===== src/rtl/ex_muldiv_ctrl.sv =====
// Iterative multiply/divide sequencer with HI/LO result registers and pipeline stall.
// Optional macro MULDIV_ZERO_SKIP_EN: MULT/MULTU with a zero operand completes in one cycle.
module ex_muldiv_ctrl #(
    parameter int WIDTH = 32
) (
    input  logic             clk,
    input  logic             rst,
    input  logic             start,
    input  logic [1:0]       op,
    input  logic [WIDTH-1:0] src_a,
    input  logic [WIDTH-1:0] src_b,
    input  logic             flush,
    input  logic             hi_we,
    input  logic             lo_we,
    input  logic [WIDTH-1:0] wdata,
    output logic             busy,
    output logic             done,
    output logic [WIDTH-1:0] hi,
    output logic [WIDTH-1:0] lo
);

    localparam int CW = $clog2(WIDTH);

    typedef enum logic [1:0] {IDLE, RUN, FIX, DONE} state_t;

    state_t             state_reg, state_next;
    logic [CW-1:0]      cnt_reg;
    logic [WIDTH-1:0]   opnd_reg;
    logic [WIDTH-1:0]   acc_hi_reg;
    logic [WIDTH-1:0]   acc_lo_reg;
    logic               is_div_reg;
    logic               sign_a_reg;
    logic               sign_b_reg;
    logic [WIDTH-1:0]   hi_reg;
    logic [WIDTH-1:0]   lo_reg;

    // Issue-time decode
    logic               op_signed;
    logic               op_div;
    logic               div_zero;
    logic               mul_zero;
    logic [WIDTH-1:0]   abs_a;
    logic [WIDTH-1:0]   abs_b;

    assign op_signed = ~op[0];
    assign op_div    = op[1];
    assign div_zero  = op_div && (src_b == '0);
`ifdef MULDIV_ZERO_SKIP_EN
    assign mul_zero  = !op_div && ((src_a == '0) || (src_b == '0));
`else
    assign mul_zero  = 1'b0;
`endif
    assign abs_a = (op_signed && src_a[WIDTH-1]) ? -src_a : src_a;
    assign abs_b = (op_signed && src_b[WIDTH-1]) ? -src_b : src_b;

    // Multiply step: accumulator {acc_hi, acc_lo} shifts right, multiplier bits consumed from acc_lo[0]
    logic [WIDTH:0]     mul_sum;
    logic [WIDTH-1:0]   mul_hi_next;
    logic [WIDTH-1:0]   mul_lo_next;

    assign mul_sum     = {1'b0, acc_hi_reg} + (acc_lo_reg[0] ? {1'b0, opnd_reg} : '0);
    assign mul_hi_next = mul_sum[WIDTH:1];
    assign mul_lo_next = {mul_sum[0], acc_lo_reg[WIDTH-1:1]};

    // Divide step: acc_hi is the partial remainder, acc_lo shifts dividend out and quotient in
    logic [WIDTH:0]     div_shift;
    logic [WIDTH:0]     div_diff;
    logic               div_ge;
    logic [WIDTH-1:0]   div_hi_next;
    logic [WIDTH-1:0]   div_lo_next;

    assign div_shift   = {acc_hi_reg, acc_lo_reg[WIDTH-1]};
    assign div_ge      = div_shift >= {1'b0, opnd_reg};
    assign div_diff    = div_shift - {1'b0, opnd_reg};
    assign div_hi_next = div_ge ? div_diff[WIDTH-1:0] : div_shift[WIDTH-1:0];
    assign div_lo_next = {acc_lo_reg[WIDTH-2:0], div_ge};

    // Sign correction applied on the FIX -> DONE edge
    logic [2*WIDTH-1:0] prod_neg;
    logic [WIDTH-1:0]   fix_hi;
    logic [WIDTH-1:0]   fix_lo;

    assign prod_neg = -{acc_hi_reg, acc_lo_reg};

    always_comb begin
        fix_hi = acc_hi_reg;
        fix_lo = acc_lo_reg;
        if (is_div_reg) begin
            if (sign_a_reg ^ sign_b_reg) fix_lo = -acc_lo_reg;
            if (sign_a_reg)              fix_hi = -acc_hi_reg;
        end else if (sign_a_reg ^ sign_b_reg) begin
            fix_hi = prod_neg[2*WIDTH-1:WIDTH];
            fix_lo = prod_neg[WIDTH-1:0];
        end
    end

    // State register
    always_ff @(posedge clk or posedge rst) begin
        if (rst) state_reg <= IDLE;
        else     state_reg <= state_next;
    end

    // Next-state logic; flush outranks normal advance
    always_comb begin
        state_next = state_reg;
        case (state_reg)
            IDLE: if (start) state_next = (div_zero || mul_zero) ? DONE : RUN;
            RUN: begin
                if (flush)                 state_next = IDLE;
                else if (cnt_reg == '0)    state_next = FIX;
            end
            FIX:  state_next = flush ? IDLE : DONE;
            DONE: state_next = IDLE;
            default: state_next = IDLE;
        endcase
    end

    // Outputs
    always_comb begin
        busy = (state_reg != IDLE);
        done = (state_reg == DONE);
    end

    assign hi = hi_reg;
    assign lo = lo_reg;

    // Datapath
    always_ff @(posedge clk or posedge rst) begin
        if (rst) begin
            cnt_reg    <= '0;
            opnd_reg   <= '0;
            acc_hi_reg <= '0;
            acc_lo_reg <= '0;
            is_div_reg <= 1'b0;
            sign_a_reg <= 1'b0;
            sign_b_reg <= 1'b0;
            hi_reg     <= '0;
            lo_reg     <= '0;
        end else begin
            case (state_reg)
                IDLE: begin
                    if (hi_we) hi_reg <= wdata;
                    if (lo_we) lo_reg <= wdata;
                    if (start) begin
                        cnt_reg    <= CW'(WIDTH - 1);
                        is_div_reg <= op_div;
                        sign_a_reg <= op_signed && src_a[WIDTH-1];
                        sign_b_reg <= op_signed && src_b[WIDTH-1];
                        acc_hi_reg <= '0;
                        acc_lo_reg <= op_div ? abs_a : abs_b;
                        opnd_reg   <= op_div ? abs_b : abs_a;
                        // Short-circuit results win over a coincident direct write
                        if (div_zero) begin
                            hi_reg <= src_a;
                            lo_reg <= '1;
                        end else if (mul_zero) begin
                            hi_reg <= '0;
                            lo_reg <= '0;
                        end
                    end
                end
                RUN: begin
                    if (!flush) begin
                        cnt_reg    <= cnt_reg - 1'b1;
                        acc_hi_reg <= is_div_reg ? div_hi_next : mul_hi_next;
                        acc_lo_reg <= is_div_reg ? div_lo_next : mul_lo_next;
                    end
                end
                FIX: begin
                    if (!flush) begin
                        hi_reg <= fix_hi;
                        lo_reg <= fix_lo;
                    end
                end
                default: ;
            endcase
        end
    end

endmodule


===== config.mk =====
export PLATFORM = sky130hd
export DESIGN_NAME = ex_muldiv_ctrl
export DESIGN_NICKNAME = d
export VERILOG_FILES = /design/src/rtl/ex_muldiv_ctrl.sv
export SDC_FILE = /design/constraint.sdc
export NUM_CORES = 1
export LEC_CHECK = 0
export BUFFER_PORTS_ARGS = -buffer_cell sky130_fd_sc_hd__clkbuf_2
export CAP_MARGIN = 5
export CORE_MARGIN = 2
export CORE_UTILIZATION = 50
export DETAILED_ROUTE_END_ITERATION = 7
export PLACE_DENSITY = 0.67
export SYNTH_ARGS = -nofsm -noshare
export SYNTH_HDL_FRONTEND = slang
export SYNTH_SLANG_ARGS = --single-unit

===== constraint.sdc =====
create_clock -name clk -period 12.6 [get_ports clk]
set_clock_uncertainty 0.2 [all_clocks]
set_input_delay 0 -clock clk [delete_from_list [all_inputs] [get_ports clk]]
set_output_delay 0 -clock clk [all_outputs]
set_load 0.01 [all_outputs]

==> summary.txt <==
status: finished clean
Crit Path Max Fanout: 72
Setup CP Type: primary input to flop
# rows: 64
pre-CTS WS: 7830 ps
FF-to-FF End: acc_hi_reg[18]
vias in the first global route: 15000
hold-critical path depth: 5
Fmax: 0.187 GHz
Final WS setup: 7250 ps
worst-skew pair later-pin latency: 460 ps
Die Y: 179 µm
# IOs: 170
DRT iter0 DRCs: 1929
Synth top area share: 0.278
HPWL after detailed placement: 41.2 mm
Static Leak: 0.00785 µW
leading area contributor after synthesis: dfrtp_1
Routed WL: 55.9 mm
Die ar.: 32000 µm²
global route overflow: 0
CTS HTree Levels: 4
Slew Viols, Final: 0
top_reg_cell synth: dfrtp_1
unrepaired setup endpoints after global routing: no
Net Count, Synth: 2199
critical path required time: 12780 ps
via/cell ratio: 6.22
TritonCTS Sinks: 170
Routed met2 length: 24.2 mm
FF-to-FF setup slack: 7910 ps
Setup Fix Bufs, Post-CTS: 0
sequential share of the synthesized area: 0.278
Min-Delay Path Class: primary input to flop
largest net degree at the start of global routing: 101
Layout area overhead: 17.9%
placed instance count: 2480
total area of sequential cells: 4260 µm²
Final Setup Violations: 0
DR top layer: met4
core area: 30300 µm²
max_slew headroom: 0.197
Synth Instances: 2023
Hold Vio Cnt, Final: 0
worst-margin pin slew: 1200 ps
layout net count: 2390
fraction of registers with async set/reset: 1.00
Util after Layout: 0.593
first-pass GRT wire length: 85.2 mm
Synth area leaders: dfrtp_1, a21oi_1, xnor2_1
worst hold path endpoint: acc_lo_reg[17]
crit path DAT: 5530 ps
met3 WL: 5.37 mm
footprint of the multi-input gates: 10300 µm²
Max Cap Viol: 0
crit end category: flop
via count: 16300
Total Routing Usage GR: 0.347
R2R cell count: 13
#FFs+latches synth: 170
1st-pass router iterations: 6
root buffer cell: clkbuf_16
WL per Instance: 21.3 µm
# DRC: 0
Mean Syn Cell Area: 7.55 µm²
non-filler cells in the finished layout: 2623
layout cells sized above 1: 0.111
synthesized area: 15300 µm²
clock transition at the registers of the reported paths: 70 ps
PD cells: 215 nW/µm²
setup total negative slack: 0 ps
final period utilization: 0.425
crit path launch type: primary input
yosys warns: 0
post-synth cell types: 70
CTS Buf Count: 17
VDD IR max: 0.000102 V
Antenna Nets Post-Route: 0
hold slack: 15.0 ps
reg-to-reg startpoint: acc_lo_reg[0]
synth cell count leaders: a21oi_1, nor2_1, o21ai_0
Initial Util: 0.503
Routed met1 length: 24.6 mm
most frequent cell after synthesis: a21oi_1
maximum root-to-sink buffer count: 2
Die Span X: 179 µm
worst hold start: src_b[17]
CTS tree: yes
final worst path period need: 5350 ps
GP Congestion: 0.968
initial antenna violation count: 1
Fill cells: 2841
EDFF count, synth: 0
# port buffers: 169
cells in the final DEF (no fill, tap or decap), types with 6 or more instances in the layout:
cell type | Yosys | layout
a21oi_1 | 263 | 262
nor2_1 | 251 | 249
o21ai_0 | 175 | 175
dfrtp_1 | 170 | 169
clkbuf_2 | 0 | 168
nand2_1 | 161 | 161
xnor2_1 | 113 | 113
dlygate4sd3_1 | 0 | 111
inv_1 | 73 | 72
ha_1 | 70 | 70
mux2i_1 | 68 | 68
xor2_1 | 66 | 66
nor3_1 | 53 | 53
a211oi_1 | 43 | 43
nand3_1 | 35 | 34
a21o_1 | 28 | 27
buf_4 | 4 | 22
or3_1 | 21 | 21
o31ai_1 | 22 | 21
o22ai_1 | 21 | 21
a31oi_1 | 21 | 21
nand2b_1 | 18 | 18
clkbuf_16 | 0 | 17
o21ai_1 | 16 | 16
nor2b_1 | 15 | 14
nand4_1 | 14 | 14
nor4_1 | 12 | 12
o41ai_1 | 12 | 12
a22oi_1 | 12 | 12
or4_1 | 12 | 11
and3_1 | 11 | 11
o211ai_1 | 11 | 11
o21bai_1 | 8 | 8
o32ai_1 | 8 | 8
and2_1 | 6 | 6
o221ai_1 | 6 | 6
o21a_1 | 6 | 6
where the power goes:
part           internal, µW  switching, µW  total [µW]
clock                   316            240         557
sequential              717            305        1020
combinational           912           1380        2290
total                  1950           1920        3870
metal layers:
layer  GRT usage  up-vias
li1            -     7669
met1       0.486     7636
met5           0        -
met2       0.524      871
met3      0.0729      130
met4       0.128        0
worst max-delay path, cell delays in order:
cell and delay (ps):
dlygate4sd3_1 550, clkbuf_2 150, or4_4 530, or3_4 380, or4_4 500, or3_4 350
or4_4 450, or4_2 650, buf_4 370, nand2_1 210, a21oi_1 50, dlygate4sd3_1 550
o21ai_0 150, dlygate4sd3_1 580
kinds of logic (layout without fill, tap and decap cells):
logic type / Yosys count / count (layout) / synth area share
DFF: 170 / 170 / 0.278
and+or+nand+nor: 629 / 629 / 0.187
adders and majority gates: 72 / 72 / 0.0599
muxes: 71 / 71 / 0.0468
AOI/OAI and AO/OA: 699 / 699 / 0.273
buffers and inverters: 203 / 406 / 0.0523
xor gates and xnor gates: 179 / 179 / 0.103
other: 0 / 1 / 0
final cells by class:
class                      count  share of cell area
tap                          396              0.0275
timing repair buffer         302               0.118
antenna                        1            0.000139
sequential                   170               0.236
clock buffer                  20              0.0248
inverter                      73              0.0155
multi-input combinational   1650               0.570
clock inverter                11             0.00813
how the worst max path moves through the flow:
stage	startpoint	end	slack, ps
after floorplan	rst	acc_hi_reg[0]	7800
after global placement	src_b[10]	lo[30]	7900
after detailed placement	src_b[10]	lo[30]	7830
after CTS	src_b[10]	lo[13]	7390
after global routing	src_b[10]	lo[13]	7110
final	src_b[10]	lo[13]	7250
what timing repair did:
item	4_1_cts	5_1_grt
hold buffers	111	0
resized for setup	0	0
endpoints found under the hold margin	155	0
endpoints found under the setup margin	0	0
through the flow:
step           instance area, µm²  total power, µW
5_1_grt                     18000             4150
3_5_place_dp                16300             3220
6_report                    18000             3870
4_1_cts                     18000             3810
3_3_place_gp                16300             3190
2_1_floorplan               15300             2560
Power figures use the tool's default switching activity.
